$ cat src/rtl/ysyx_22040759_axi_wr_master_pkg.sv
// Shared encodings and types for the AXI4 write master.
// Holds burst/resp/prot/cache codes, store sizes and the FSM state enum.
package ysyx_22040759_axi_wr_master_pkg;

    localparam logic [1:0] BURST_FIXED = 2'b00;
    localparam logic [1:0] BURST_INCR  = 2'b01;
    localparam logic [1:0] BURST_WRAP  = 2'b10;

    localparam logic [1:0] RESP_OKAY   = 2'b00;
    localparam logic [1:0] RESP_EXOKAY = 2'b01;
    localparam logic [1:0] RESP_SLVERR = 2'b10;
    localparam logic [1:0] RESP_DECERR = 2'b11;

    localparam logic [2:0] PROT_DEFAULT = 3'b000;
    localparam logic [3:0] CACHE_DEV_NB = 4'b0000;

    localparam logic [2:0] SIZE_B = 3'd0;
    localparam logic [2:0] SIZE_H = 3'd1;
    localparam logic [2:0] SIZE_W = 3'd2;
    localparam logic [2:0] SIZE_D = 3'd3;

    typedef enum logic [1:0] {
        ST_IDLE,
        ST_AW,
        ST_W,
        ST_B
    } wr_state_t;

endpackage

$ cat src/rtl/ysyx_22040759_axi_wr_master_if.sv
// AXI4 write-channel bundle (AW, W, B).
// master: drives AW/W payload + valids and bready; slave: the reverse.
interface ysyx_22040759_axi_wr_master_if #(
    parameter int AXI_ADDR_WIDTH = 32,
    parameter int AXI_DATA_WIDTH = 64,
    parameter int AXI_ID_WIDTH   = 4
);
    logic                          awvalid;
    logic                          awready;
    logic [AXI_ADDR_WIDTH-1:0]     awaddr;
    logic [AXI_ID_WIDTH-1:0]       awid;
    logic [7:0]                    awlen;
    logic [2:0]                    awsize;
    logic [1:0]                    awburst;
    logic [2:0]                    awprot;
    logic [3:0]                    awcache;
    logic                          awlock;
    logic [3:0]                    awqos;
    logic [0:0]                    awuser;
    logic                          wvalid;
    logic                          wready;
    logic [AXI_DATA_WIDTH-1:0]     wdata;
    logic [AXI_DATA_WIDTH/8-1:0]   wstrb;
    logic                          wlast;
    logic                          bvalid;
    logic                          bready;
    logic [1:0]                    bresp;
    logic [AXI_ID_WIDTH-1:0]       bid;

    modport master (
        output awvalid, awaddr, awid, awlen, awsize, awburst,
        output awprot, awcache, awlock, awqos, awuser,
        output wvalid, wdata, wstrb, wlast, bready,
        input  awready, wready, bvalid, bresp, bid
    );

    modport slave (
        input  awvalid, awaddr, awid, awlen, awsize, awburst,
        input  awprot, awcache, awlock, awqos, awuser,
        input  wvalid, wdata, wstrb, wlast, bready,
        output awready, wready, bvalid, bresp, bid
    );
endinterface

$ cat src/rtl/ysyx_22040759_wstrb_gen.sv
// Byte-lane generator for single (possibly bus-straddling) accesses.
// In: i_off, i_size, i_beat. Out: o_shift (bits), o_wstrb, o_cross.
module ysyx_22040759_wstrb_gen #(
    parameter  int AXI_DATA_WIDTH = 64,
    localparam int B     = AXI_DATA_WIDTH / 8,
    localparam int ALIGN = $clog2(B)
) (
    input  logic [ALIGN-1:0] i_off,
    input  logic [2:0]       i_size,
    input  logic             i_beat,
    output logic [ALIGN+2:0] o_shift,
    output logic [B-1:0]     o_wstrb,
    output logic             o_cross
);
    logic [7:0]     w_nb;
    logic [2*B-1:0] w_mask;
    logic [2*B-1:0] w_full;
    logic [8:0]     w_end;

    assign w_nb   = 8'd1 << i_size;
    assign w_mask = ~({(2*B){1'b1}} << w_nb);
    // The upper half of the double-width strobe is the second beat.
    assign w_full  = w_mask << i_off;
    assign o_wstrb = i_beat ? w_full[2*B-1:B] : w_full[B-1:0];
    assign w_end   = {{(9-ALIGN){1'b0}}, i_off} + {1'b0, w_nb};
    assign o_cross = w_end > 9'(B);
    assign o_shift = {i_off, 3'b000};
endmodule

$ cat src/rtl/ysyx_22040759_axi_wr_master.sv
// AXI4 write master: single stores (auto-split when straddling) or line bursts.
// Ports: clk/rst, req_* request latch, done_o/err_o, axi (master modport).
module ysyx_22040759_axi_wr_master
    import ysyx_22040759_axi_wr_master_pkg::*;
#(
    parameter int AXI_DATA_WIDTH = 64,
    parameter int AXI_ADDR_WIDTH = 32,
    parameter int AXI_ID_WIDTH   = 4,
    parameter int AXI_ID         = 0,
    parameter int LINE_BEATS     = 4
) (
    input  logic                                 clk,
    input  logic                                 rst,
    input  logic                                 req_valid_i,
    output logic                                 req_ready_o,
    input  logic [AXI_ADDR_WIDTH-1:0]            req_addr_i,
    input  logic [2:0]                           req_size_i,
    input  logic                                 req_line_i,
    input  logic [AXI_DATA_WIDTH-1:0]            req_data_i,
    input  logic [LINE_BEATS*AXI_DATA_WIDTH-1:0] req_line_data_i,
    output logic                                 done_o,
    output logic                                 err_o,
    ysyx_22040759_axi_wr_master_if.master        axi
);
    localparam int DW     = AXI_DATA_WIDTH;
    localparam int AW     = AXI_ADDR_WIDTH;
    localparam int B      = DW / 8;
    localparam int ALIGN  = $clog2(B);
    localparam int LBW    = $clog2(LINE_BEATS);
    localparam int LALIGN = ALIGN + LBW;

    wr_state_t                        r_state;
    wr_state_t                        w_next;
    logic [AW-1:0]                    r_addr;
    logic [2:0]                       r_size;
    logic                             r_line;
    logic [DW-1:0]                    r_data;
    logic [LINE_BEATS-1:0][DW-1:0]    r_ldata;
    logic [7:0]                       r_cnt;
    logic                             r_done;
    logic                             r_err;

    logic             w_accept;
    logic             w_w_hs;
    logic             w_b_hs;
    logic             w_awvalid;
    logic             w_wvalid;
    logic             w_bready;
    logic             w_last;
    logic             w_cross;
    logic [7:0]       w_awlen;
    logic [ALIGN+2:0] w_shift;
    logic [B-1:0]     w_sstrb;
    logic [2*DW-1:0]  w_wide;
    logic [DW-1:0]    w_sdata;
    logic             w_unused_bid;

    assign req_ready_o = (r_state == ST_IDLE) & ~rst;
    assign w_accept    = req_valid_i & req_ready_o;
    assign w_w_hs      = w_wvalid & axi.wready;
    assign w_b_hs      = w_bready & axi.bvalid;

    ysyx_22040759_wstrb_gen #(.AXI_DATA_WIDTH(DW)) u_strb (
        .i_off   (r_addr[ALIGN-1:0]),
        .i_size  (r_size),
        .i_beat  (r_cnt[0]),
        .o_shift (w_shift),
        .o_wstrb (w_sstrb),
        .o_cross (w_cross)
    );

    assign w_awlen = r_line ? 8'(LINE_BEATS - 1) : {7'd0, w_cross};
    assign w_last  = (r_cnt == w_awlen);
    // Straddling store: low half is beat 0, high half is beat 1.
    assign w_wide  = {{DW{1'b0}}, r_data} << w_shift;
    assign w_sdata = r_cnt[0] ? w_wide[2*DW-1:DW] : w_wide[DW-1:0];

    always_ff @(posedge clk) begin
        if (rst) r_state <= ST_IDLE;
        else     r_state <= w_next;
    end

    always_comb begin
        w_next    = r_state;
        w_awvalid = 1'b0;
        w_wvalid  = 1'b0;
        w_bready  = 1'b0;
        unique case (r_state)
            ST_IDLE: if (w_accept) w_next = ST_AW;
            ST_AW: begin
                w_awvalid = 1'b1;
                if (axi.awready) w_next = ST_W;
            end
            ST_W: begin
                w_wvalid = 1'b1;
                if (axi.wready && w_last) w_next = ST_B;
            end
            ST_B: begin
                w_bready = 1'b1;
                if (axi.bvalid) w_next = ST_IDLE;
            end
            default: w_next = ST_IDLE;
        endcase
    end

    always_ff @(posedge clk) begin
        if (rst) begin
            r_cnt  <= 8'd0;
            r_done <= 1'b0;
            r_err  <= 1'b0;
        end else begin
            r_done <= w_b_hs;
            r_err  <= w_b_hs & (axi.bresp != RESP_OKAY);
            if (w_accept)    r_cnt <= 8'd0;
            else if (w_w_hs) r_cnt <= r_cnt + 8'd1;
        end
    end

    always_ff @(posedge clk) begin
        if (w_accept) begin
            r_addr  <= req_addr_i;
            r_size  <= req_size_i;
            r_line  <= req_line_i;
            r_data  <= req_data_i;
            r_ldata <= req_line_data_i;
        end
    end

    always_ff @(posedge clk) begin
        if (!rst && w_accept)
            assert (req_size_i <= 3'(ALIGN));
    end

    assign done_o = r_done;
    assign err_o  = r_err;

    assign axi.awvalid = w_awvalid;
    assign axi.awaddr  = r_line ? {r_addr[AW-1:LALIGN], {LALIGN{1'b0}}}
                                : {r_addr[AW-1:ALIGN], {ALIGN{1'b0}}};
    assign axi.awid    = AXI_ID_WIDTH'(AXI_ID);
    assign axi.awlen   = w_awlen;
    assign axi.awsize  = 3'(ALIGN);
    assign axi.awburst = BURST_INCR;
    assign axi.awprot  = PROT_DEFAULT;
    assign axi.awcache = CACHE_DEV_NB;
    assign axi.awlock  = 1'b0;
    assign axi.awqos   = 4'd0;
    assign axi.awuser  = 1'b0;
    assign axi.wvalid  = w_wvalid;
    assign axi.wdata   = r_line ? r_ldata[r_cnt[LBW-1:0]] : w_sdata;
    assign axi.wstrb   = r_line ? {B{1'b1}} : w_sstrb;
    assign axi.wlast   = w_last;
    assign axi.bready  = w_bready;

    assign w_unused_bid = ^axi.bid;
endmodule

$ cat src/flat_wrapper.sv
// flat-port wrapper written by rule: the top's interface ports become plain ports
module ysyx_22040759_axi_wr_master_flat import ysyx_22040759_axi_wr_master_pkg::*;
#(
    parameter int AXI_DATA_WIDTH = 64,
    parameter int AXI_ADDR_WIDTH = 32,
    parameter int AXI_ID_WIDTH   = 4,
    parameter int AXI_ID         = 0,
    parameter int LINE_BEATS     = 4
)
  (clk, rst, req_valid_i, req_ready_o, req_addr_i, req_size_i, req_line_i, req_data_i, req_line_data_i, done_o, err_o, axi_awvalid, axi_awaddr, axi_awid, axi_awlen, axi_awsize, axi_awburst, axi_awprot, axi_awcache, axi_awlock, axi_awqos, axi_awuser, axi_wvalid, axi_wdata, axi_wstrb, axi_wlast, axi_bready, axi_awready, axi_wready, axi_bvalid, axi_bresp, axi_bid);
  ysyx_22040759_axi_wr_master_if #(.AXI_ADDR_WIDTH(AXI_ADDR_WIDTH), .AXI_DATA_WIDTH(AXI_DATA_WIDTH), .AXI_ID_WIDTH(AXI_ID_WIDTH)) axi_i ();
  input  logic clk;
  input  logic rst;
  input  logic req_valid_i;
  output logic req_ready_o;
  input  logic [AXI_ADDR_WIDTH-1:0] req_addr_i;
  input  logic [2:0] req_size_i;
  input  logic req_line_i;
  input  logic [AXI_DATA_WIDTH-1:0] req_data_i;
  input  logic [LINE_BEATS*AXI_DATA_WIDTH-1:0] req_line_data_i;
  output logic done_o;
  output logic err_o;
  output wire logic [$bits(axi_i.awvalid)-1:0] axi_awvalid;
  output wire logic [$bits(axi_i.awaddr)-1:0] axi_awaddr;
  output wire logic [$bits(axi_i.awid)-1:0] axi_awid;
  output wire logic [$bits(axi_i.awlen)-1:0] axi_awlen;
  output wire logic [$bits(axi_i.awsize)-1:0] axi_awsize;
  output wire logic [$bits(axi_i.awburst)-1:0] axi_awburst;
  output wire logic [$bits(axi_i.awprot)-1:0] axi_awprot;
  output wire logic [$bits(axi_i.awcache)-1:0] axi_awcache;
  output wire logic [$bits(axi_i.awlock)-1:0] axi_awlock;
  output wire logic [$bits(axi_i.awqos)-1:0] axi_awqos;
  output wire logic [$bits(axi_i.awuser)-1:0] axi_awuser;
  output wire logic [$bits(axi_i.wvalid)-1:0] axi_wvalid;
  output wire logic [$bits(axi_i.wdata)-1:0] axi_wdata;
  output wire logic [$bits(axi_i.wstrb)-1:0] axi_wstrb;
  output wire logic [$bits(axi_i.wlast)-1:0] axi_wlast;
  output wire logic [$bits(axi_i.bready)-1:0] axi_bready;
  input wire logic [$bits(axi_i.awready)-1:0] axi_awready;
  input wire logic [$bits(axi_i.wready)-1:0] axi_wready;
  input wire logic [$bits(axi_i.bvalid)-1:0] axi_bvalid;
  input wire logic [$bits(axi_i.bresp)-1:0] axi_bresp;
  input wire logic [$bits(axi_i.bid)-1:0] axi_bid;
  assign axi_awvalid = axi_i.awvalid;
  assign axi_awaddr = axi_i.awaddr;
  assign axi_awid = axi_i.awid;
  assign axi_awlen = axi_i.awlen;
  assign axi_awsize = axi_i.awsize;
  assign axi_awburst = axi_i.awburst;
  assign axi_awprot = axi_i.awprot;
  assign axi_awcache = axi_i.awcache;
  assign axi_awlock = axi_i.awlock;
  assign axi_awqos = axi_i.awqos;
  assign axi_awuser = axi_i.awuser;
  assign axi_wvalid = axi_i.wvalid;
  assign axi_wdata = axi_i.wdata;
  assign axi_wstrb = axi_i.wstrb;
  assign axi_wlast = axi_i.wlast;
  assign axi_bready = axi_i.bready;
  assign axi_i.awready = axi_awready;
  assign axi_i.wready = axi_wready;
  assign axi_i.bvalid = axi_bvalid;
  assign axi_i.bresp = axi_bresp;
  assign axi_i.bid = axi_bid;
  ysyx_22040759_axi_wr_master #(.AXI_DATA_WIDTH(AXI_DATA_WIDTH), .AXI_ADDR_WIDTH(AXI_ADDR_WIDTH), .AXI_ID_WIDTH(AXI_ID_WIDTH), .AXI_ID(AXI_ID), .LINE_BEATS(LINE_BEATS)) u_core (.clk(clk), .rst(rst), .req_valid_i(req_valid_i), .req_ready_o(req_ready_o), .req_addr_i(req_addr_i), .req_size_i(req_size_i), .req_line_i(req_line_i), .req_data_i(req_data_i), .req_line_data_i(req_line_data_i), .done_o(done_o), .err_o(err_o), .axi(axi_i));
endmodule
$ cat config.mk
export PLATFORM = sky130hd
export DESIGN_NAME = ysyx_22040759_axi_wr_master_flat
export DESIGN_NICKNAME = d
export VERILOG_FILES = /design/src/rtl/ysyx_22040759_axi_wr_master_pkg.sv /design/src/rtl/ysyx_22040759_axi_wr_master_if.sv /design/src/rtl/ysyx_22040759_wstrb_gen.sv /design/src/rtl/ysyx_22040759_axi_wr_master.sv /design/src/flat_wrapper.sv
export SDC_FILE = /design/constraint.sdc
export NUM_CORES = 1
export LEC_CHECK = 0
export BUFFER_PORTS_ARGS = -buffer_cell sky130_fd_sc_hd__buf_2
export CAP_MARGIN = 10
export CORE_AREA = 2 2 199 201
export DETAILED_ROUTE_END_ITERATION = 7
export DIE_AREA = 0 0 201 203
export PLACE_DENSITY_LB_ADDON = 0.25
export SYNTH_ARGS = -nofsm -noshare
export SYNTH_HDL_FRONTEND = slang
export SYNTH_SLANG_ARGS = --single-unit
$ cat constraint.sdc
create_clock -name clk -period 16.2 [get_ports clk]
set_input_delay 1.62 -clock clk [delete_from_list [all_inputs] [get_ports clk]]
set_output_delay 1.62 -clock clk [all_outputs]
set_load 0.05 [all_outputs]
==> results_dict.tcl, run 1 <==
set metrics [dict create \
    status "finished, final reports clean" \
    drcViolationCount 0 \
    grtUsageMet2_pct 39.8 \
    synthArstFlopShare_pct 0 \
    drtAntennaViolNets 0 \
    worst-path-max-fanout 43 \
    drv_cap 0 \
    setup_viol 0 \
    hp-start "u_core.r_cnt[6]$_SDFFE_PP0P_" \
    p_switching_w 0.000943 \
    p_leak_nw 7.88 \
    grt_use_total_pct 23.6 \
    mostFrequentLayoutCells "buf_2, edfxtp_1, mux2i_1" \
    drive_above_1_share_pct 40.0 \
    hpwl_mm 35.9 \
    grt_pass1_wl_mm 70.6 \
    holdPathStages 2 \
    root_buffer "clkbuf_16" \
    worst_slack_ns 10.22 \
    post_cts_resized 0 \
    portBuffers 473 \
    path_depth 7 \
    final_core_utilization_pct 53.6 \
    reg2reg_depth 6 \
    finalHoldViolations 0 \
    finalCriticalPeriod_ns 5.98 \
    busiest_layer "met2" \
    path_class "reg2out" \
    ys_seq_area_share_pct 64.7 \
    crit_family "buffers and inverters" \
    worst_pin_slew_ns 1.09 \
    cts_buffers 40 \
    finClkSkew_ns 0.0151 \
    synthesis.area_mm2 0.0169 \
    synthFlopType "edfxtp_1" \
    die_h_um 203 \
    fin_setup_tns_ns 0 \
    final_max_slew_viol_count 0 \
    critPathLaunchType "flip-flop" \
    grt_antenna_before_repair 20 \
    initial_core_util_pct 43.9 \
    post_cts_buffers 0 \
    wl_per_cell_um 23.2 \
    worstPathCellList "buf_4 -> buf_4 -> nor2_2 -> buf_4 -> a222oi_1 -> a21oi_1 -> buf_2" \
    regToRegStartpoint "u_core.r_state[0]$_SDFFE_PP0P_" \
    cp-end-kind "output pin" \
    met1_usage_pct 28.8 \
    firstDrtPassIters 7 \
    worst_ep_arrival_time_ns 4.36 \
    critPathSlowestCell "a222oi_1" \
    clockBufferDepth 3 \
    post-place-ws_ns 10.68 \
    layout-area-overhead-vs-synth_pct 22.1 \
    slew_headroom_pct 27.4 \
    power_density_mw_per_mm2 140 \
    ctsHoldBuffers 0 \
    use_met3_pct 6.15 \
    rsz0062_at_grt "no" \
    cts_tree "done" \
    placed_cell_area_mm2 0.0193 \
    cp.required_ns 14.58 \
    layout.nets 1934 \
    htree_levels 2 \
    rows 72 \
    vias_per_cell 5.37 \
    p_seq_share_pct 43.6 \
    core_area_mm2 0.0385 \
    synth_edf_count 356 \
    via_count 11400 \
    post-route-period-util_pct 36.9 \
    numClockSinks 368 \
    gp_congestion 0.880 \
    power_frac_clock_pct 30.6 \
    grt_overflow 0 \
    synth-seq-cells 368 \
    critPathMostFrequentCell "buf_4" \
    wl_mm 49.0 \
    critPathBufInv 4 \
    critPathMaxStageDelay_ns 0.84 \
    ir_worst_vdd_v 0.000104 \
    switching_share_pct 32.8 \
    clk_pin_slew_ns 0.06 \
    startpoint "u_core.r_cnt[0]$_SDFFE_PP0P_" \
    grt_max_degree 92 \
    die_area_mm2 0.0408 \
    syn_area_per_cell_um2 15.0 \
    synth.distinct_cells 64 \
    insertion_delay_ns 0.55 \
    synthCells 1128 \
    grt_pass1_vias 11400 \
    yosysWarnings 0 \
    drtIter0Drc 908 \
    pwr-share-comb_pct 25.8 \
    ios 509 \
    postLayoutCellArea_mm2 0.0206 \
    internal-power_w 0.00194 \
    timing.fmax_mhz 167 \
    die_w_um 201 \
    hp-class "reg2reg" \
    layout_commonest_cell "buf_2" \
]
## worst reg2reg max path: stages, from the launching register on
cell,delay [ns]
dfxtp_1,0.32
inv_1,0.13
ha_1,0.23
and2b_1,0.15
and2_4,0.66
buf_4,0.94
buf_4,0.83
## power by group through the flow
stage	Sequential (W)	Clock, W	Combinational [W]
global route	0.00126	0.000940	0.000793
global placement	0.00127	0	0.000741
floorplan	0.00130	0	0.000556
detailed placement	0.00127	0	0.000750
finish	0.00125	0.000880	0.000744
CTS	0.00125	0.000901	0.000751
## final timing paths
check	end	slack, ns
worst min register to register	u_core.r_cnt[6]$_SDFFE_PP0P_	0.50
worst min-delay path	u_core.r_cnt[6]$_SDFFE_PP0P_	0.50
worst max register to register	u_core.r_ldata[226]$_DFFE_PP_	12.55
worst max-delay path	axi_wdata[16]	10.22
## synthesized netlist by cell type, types with 14 or more instances
cell type,n,area share [%]
a21oi_1,59,1.7
a221oi_1,17,0.88
a22oi_1,14,0.62
buf_2,23,0.68
buf_4,62,2.8
clkbuf_1,28,0.62
edfxtp_1,356,63
inv_1,15,0.33
mux2i_1,91,5.4
mux4_2,64,8.5
nand2_1,80,1.8
nor2_1,51,1.1
o21ai_0,14,0.41
o21ai_1,53,1.6
## layout make-up
class / instances / area [um2]
Clock inverter: 18 / 205
Sequential cell: 368 / 10900
Timing Repair Buffer: 489 / 2490
Tap cell: 518 / 648
Antenna cell: 16 / 40.0
Multi-Input combinational cell: 639 / 5200
Clock buffer: 50 / 1040
Fill cell: 3286 / 17800
Inverter: 18 / 67.6
## layer usage
layer	routed length, um	share of wire [%]	up-vias
met5	64	0.13	-
met4	1780	3.6	10
met3	3930	8.0	103
met2	24700	50	524
met1	18600	38	5533
li1	-	-	5199
## flip-flops by register name (all words and copies together) (netlist names)
| signal | flops |
|---|---|
| u_core.r_data | 64 |
| u_core.r_ldata | 256 |
| u_core.r_size | 3 |
| u_core.r_addr | 32 |
| u_core.done_o | 1 |
| u_core.r_state | 2 |
| u_core.r_line | 1 |
| u_core.err_o | 1 |
| u_core.r_cnt | 8 |
## through the flow
| step | std cells | power (W) | hold slack [ns] |
|---|---|---|---|
| after floorplan | 1157 | 0.00186 | 0.471 |
| after global placement | 2032 | 0.00201 | 0.488 |
| after detailed placement | 2032 | 0.00202 | 0.501 |
| after CTS | 2100 | 0.00291 | 0.508 |
| after global routing | 2111 | 0.00300 | 0.549 |
| final | 2116 | 0.00288 | 0.504 |
## kinds of logic after synthesis
group,count (synthesis),share of synthesized area (%)
AOI/OAI and AO/OA,221,8.34
DFF,368,64.7
and+or+nand+nor,194,5.28
buffers and inverters,150,5.16
adders and majority gates,10,0.785
other,2,0.0445
muxes,174,15.2
xor gates and xnor gates,9,0.467
No activity file was read; power rests on OpenSTA's default activity.
==> inputs of run 2 (changes only) <==
clock period = 5.2 ns   (was 16.2 ns; I/O delays follow)
==> run 2 against run 1 <==
Against the previous run: core utilization is 0.18 points higher; clock-buffer cell count down 2; highest routed layer unchanged; register-to-register slack got worse by 10 ns; routed wire length shrank 0.93%; via count decreased by 0.99%; first-iteration DRC count rose by 0.33%; global-route usage is 0.17 points lower.
==> results_dict.tcl, run 2 (same netlist as run 1, synthesis figures left out) <==
set metrics [dict create \
    status "finished, final reports clean" \
    finClkSkew_ns 0.0140 \
    grt_overflow 0 \
    critPathLaunchType "flip-flop" \
    placed_cells 2029 \
    finalCriticalPeriod_ns 4.15 \
    ctsHoldBuffers 0 \
    r2r_slack_ns 2.20 \
    die_area_mm2 0.0408 \
    core_area_mm2 0.0385 \
    power_density_mw_per_mm2 436 \
    mostFrequentLayoutCells "buf_2, edfxtp_1, mux2i_1" \
    layout.cells.non_filler 2109 \
    p_leak_nw 7.90 \
    layout-area-overhead-vs-synth_pct 22.5 \
    portBuffers 473 \
    die_w_um 201 \
    startpoint "u_core.r_addr[1]$_DFFE_PP_" \
    ios 509 \
    path_class "reg2out" \
    clockBufferDepth 3 \
    drive_above_1_share_pct 40.1 \
    wl_mm 48.5 \
    r2r_end "u_core.r_state[0]$_SDFFE_PP0P_" \
    cp.required_ns 4.68 \
    post-route-period-util_pct 79.8 \
    crit_path_end "axi_wdata[16]" \
    drcViolationCount 0 \
    wl_per_cell_um 23.0 \
    worst_ep_arrival_time_ns 3.63 \
    layout_commonest_cell "buf_2" \
    timing.fmax_mhz 241 \
    grt_max_degree 140 \
    vias_per_cell 5.34 \
    die_h_um 203 \
    layout.nets 1932 \
    worst_pin_slew_ns 1.03 \
    grt_pass1_wl_mm 70.6 \
    final_max_slew_viol_count 0 \
    finalHoldViolations 0 \
    post_cts_resized 0 \
    firstDrtPassIters 5 \
    initial_core_util_pct 43.9 \
    gp_congestion 0.883 \
    clk_pin_slew_ns 0.06 \
    hp-class "in2reg" \
    post_cts_buffers 0 \
    cp-end-kind "output pin" \
    htree_levels 2 \
    slew_headroom_pct 30.9 \
    ir_worst_vdd_v 0.000381 \
    rsz0062_at_grt "no" \
    numClockSinks 368 \
    drtIter0Drc 911 \
    grt_pass1_vias 11300 \
    via_count 11300 \
    cts_tree "done" \
    insertion_delay_ns 0.57 \
    cts_buffers 41 \
    rows 72 \
    setup_viol 0 \
    fin_setup_tns_ns 0 \
    worst-path-max-fanout 76 \
    root_buffer "clkbuf_16" \
    grt_use_total_pct 23.5 \
    reg_top3 "u_core.r_ldata (256), u_core.r_data (64), u_core.r_addr (32)" \
    regToRegStartpoint "u_core.r_size[2]$_DFFE_PP_" \
    drv_cap 0 \
    reg2reg_depth 8 \
    top_register "u_core.r_ldata" \
    hpwl_mm 35.1 \
    grt_antenna_before_repair 17 \
    drtAntennaViolNets 0 \
    largest_reg_flops 256 \
]
## run 2: where the power goes
group	internal [W]	leakage (nW)	total, W	switching (W)
Combinational	0.000688	3.89	0.00232	0.00164
Sequential	0.00374	3.40	0.00391	0.000169
Clock	0.00163	0.621	0.00280	0.00117
Total	0.00605	7.90	0.00903	0.00298
## run 2: final cells by class
class                      instances  area [um2]
fill                            3261       17800
sequential                       368       10900
multi-input combinational        639        5200
timing repair buffer             486        2530
clock buffer                      48        1070
tap                              518         648
clock inverter                    22         213
inverter                          18        67.6
antenna                           10        25.0
## run 2: critical path, stage by stage, from the launching register on
cell,delay [ns]
edfxtp_1,0.70
buf_12,0.42
nand2_1,0.32
nor3_2,0.61
a222oi_1,0.37
a21oi_1,0.28
buf_2,0.30
## run 2: metrics by stage
stage          worst slack [ns]  area, um2  util [%]  hold WS, ns  total power, W
6_report                   1.05      20700      53.8        0.118         0.00903
5_1_grt                   0.946      20700      53.8        0.102         0.00940
4_1_cts                    1.09      20700      53.7       0.0849         0.00912
3_5_place_dp               1.72      19400      50.4        0.494         0.00630
3_3_place_gp               1.71      19400      50.4        0.484         0.00626
2_1_floorplan              1.14      17000         -        0.471         0.00565
## run 2: worst min path at each step
| stage | from | to | slack, ns | cells past startpoint |
|---|---|---|---|---|
| finish | req_line_data_i[186] | u_core.r_ldata[186]$_DFFE_PP_ | 0.12 | 1 |
| CTS | req_line_data_i[186] | u_core.r_ldata[186]$_DFFE_PP_ | 0.08 | 1 |
| global route | req_line_data_i[59] | u_core.r_ldata[59]$_DFFE_PP_ | 0.10 | 1 |
| global placement | u_core.r_cnt[6]$_SDFFE_PP0P_ | u_core.r_cnt[6]$_SDFFE_PP0P_ | 0.48 | 2 |
| detailed placement | u_core.r_cnt[6]$_SDFFE_PP0P_ | u_core.r_cnt[6]$_SDFFE_PP0P_ | 0.49 | 2 |
| floorplan | u_core.r_cnt[6]$_SDFFE_PP0P_ | u_core.r_cnt[6]$_SDFFE_PP0P_ | 0.47 | 2 |
## run 2: layer usage
layer / wire [um] / vias to the layer above / track usage, %
met5: 86 / - / 0
met4: 1340 / 14 / 8.60
met3: 3650 / 92 / 5.96
met2: 24400 / 482 / 39.8
met1: 19000 / 5486 / 29.1
li1: - / 5182 / -
==> inputs of run 3 (changes only) <==
CORE_AREA = 2 2 200 202   (was 2 2 199 201)
DIE_AREA = 0 0 202 204   (was 0 0 201 203)
clock period = 4.2 ns   (was 5.2 ns; I/O delays follow)
==> run 3 against run 2 <==
Against the previous run: combinational power increased by 25%; power rose by 22%; register-to-register slack got worse by 0.93 ns; global-route usage fell by 0.63 points; core utilization decreased by 0.92 points; first-iteration DRC count fell by 3.3%; largest cell class unchanged.
==> results_dict.tcl, run 3 (same netlist as run 1, synthesis figures left out) <==
set metrics [dict create \
    r2r_slack_ns 1.27 \
    initial_core_util_pct 43.1 \
    setup_viol 0 \
    grt_max_degree 103 \
    ir_worst_vdd_v 0.000389 \
    reg2reg_depth 9 \
    portBuffers 473 \
    holdPathEnd "u_core.r_ldata[98]$_DFFE_PP_" \
    numClockSinks 368 \
    worstPathCellList "nor2b_1 -> a22oi_1 -> o22ai_1 -> a21oi_1 -> a21oi_1 -> buf_2" \
    drcViolationCount 0 \
    cp.required_ns 3.78 \
    root_buffer "clkbuf_16" \
    top_layer_used "met5" \
    post_cts_resized 0 \
    holdPathStages 1 \
    worst_ep_arrival_time_ns 3.47 \
    cts_tree "done" \
    die_w_um 202 \
    critPathLaunchType "flip-flop" \
    top_register "u_core.r_ldata" \
    hp-start "req_line_data_i[98]" \
    grt_pass1_vias 11100 \
    fill_cells 3352 \
    wl_mm 48.3 \
    rows 73 \
    hpwl_mm 35.4 \
    ios 509 \
    p_leak_nw 7.93 \
    grt_use_total_pct 22.8 \
    cp-end-kind "output pin" \
    critPathMaxStageDelay_ns 0.87 \
    critPathSlowestCell "nor2b_1" \
    clk_pin_slew_ns 0.06 \
    regToRegStartpoint "u_core.r_size[2]$_DFFE_PP_" \
    cts_buffers 41 \
    r2r_end "u_core.r_state[1]$_SDFFE_PP0P_" \
    drive_above_1_share_pct 40.6 \
    die_h_um 204 \
    finalHoldViolations 0 \
    placed_cell_area_mm2 0.0195 \
    postLayoutCellArea_mm2 0.0207 \
    drv_cap 0 \
    met2_length_mm 24.0 \
    rsz0062_at_grt "no" \
    grt_antenna_before_repair 21 \
    worst-path-max-fanout 13 \
    clockBufferDepth 3 \
    status "finished, final reports clean" \
    drtAntennaViolNets 0 \
    path_class "reg2out" \
    finalCriticalPeriod_ns 3.89 \
    timing.fmax_mhz 257 \
    wl_per_cell_um 22.6 \
    htree_levels 2 \
    wirelength_met1_mm 18.9 \
    layout-area-overhead-vs-synth_pct 22.7 \
    largest_reg_flops 256 \
    fin_setup_tns_ns 0 \
    critPathMostFrequentCell "a21oi_1" \
    slew_headroom_pct 33.4 \
    worst_pin_slew_ns 0.997 \
    hp-class "in2reg" \
    layout_commonest_cell "buf_2" \
    finClkSkew_ns 0.00922 \
    layout.nets 1942 \
    post_cts_buffers 0 \
    die_area_mm2 0.0412 \
    mostFrequentLayoutCells "buf_2, edfxtp_1, mux2i_1" \
    via_count 11300 \
    firstDrtPassIters 6 \
    gp_congestion 0.906 \
    drtIter0Drc 881 \
    core_area_mm2 0.0392 \
    grt_overflow 0 \
    post-route-period-util_pct 92.6 \
    vias_per_cell 5.28 \
    grt_pass1_wl_mm 69.0 \
    route.met3.wl_mm 3.66 \
    power_density_mw_per_mm2 531 \
    reg_top3 "u_core.r_ldata (256), u_core.r_data (64), u_core.r_addr (32)" \
    final_max_slew_viol_count 0 \
    ctsHoldBuffers 0 \
    insertion_delay_ns 0.55 \
]
==> run 3: cell types whose count changed in the layout (fill, tap and decap cells not counted), sizes merged <==
cell,delta
bufinv,-2
inv,+2
clkinvlp,-2
clkbuf,-6
buf,+10
clkinv,+8
diode,+8
==> run 3: stage by stage <==
step	worst slack [ns]	instances	hold slack, ns	utilization, %	power, W
after floorplan	0.143	1157	0.471	-	0.00699
after global placement	0.898	2046	0.496	49.7	0.00777
after detailed placement	0.841	2046	0.504	49.7	0.00782
after CTS	0.235	2116	0.00716	52.7	0.0111
after global routing	0.0839	2131	0.0142	52.8	0.0115
final	0.310	2134	0.0321	52.9	0.0110
==> run 3: layout make-up <==
type,instances,area [um2],area share (%)
multi-input cells,639,5200,25.1
clock inverters,28,171,0.827
well taps,525,657,3.17
repair buffers,496,2600,12.6
inverters,18,67.6,0.326
diodes,18,45.0,0.217
flip-flops and latches,368,10900,52.8
clock buffers,42,1030,4.97
==> run 3: worst max-delay path: cells and delay by family, from the launching register on <==
| kind | cells | cell delay, ns |
|---|---|---|
| DFF | 1 | 0.77 |
| and+or+nand+nor | 1 | 0.87 |
| buffers and inverters | 1 | 0.34 |
| AOI/OAI and AO/OA | 4 | 0.92 |
==> run 3: metal layers <==
layer	track usage (%)	up-vias
met5	0	-
met4	10.2	8
met3	5.92	91
met2	37.9	494
met1	28.3	5455
li1	-	5211
==> run 3: how the worst max path moves through the flow <==
stage | slack [ns] | start | cells past startpoint | end
after floorplan | 0.14 | u_core.r_state[0]$_SDFFE_PP0P_ | 4 | u_core.r_addr[0]$_DFFE_PP_
after global placement | 0.90 | u_core.r_size[2]$_DFFE_PP_ | 9 | axi_wlast
after CTS | 0.24 | u_core.r_size[2]$_DFFE_PP_ | 9 | axi_wlast
after global routing | 0.08 | u_core.r_addr[0]$_DFFE_PP_ | 6 | axi_wdata[16]
final | 0.31 | u_core.r_addr[1]$_DFFE_PP_ | 6 | axi_wdata[34]
after detailed placement | 0.84 | u_core.r_size[2]$_DFFE_PP_ | 9 | axi_wlast
==> run 3: where the power goes <==
group,internal (W),leakage (nW),switching (W)
Clock,0.00184,0.597,0.00143
Sequential,0.00462,3.40,0.000201
Combinational,0.000866,3.94,0.00205
Total,0.00733,7.93,0.00368
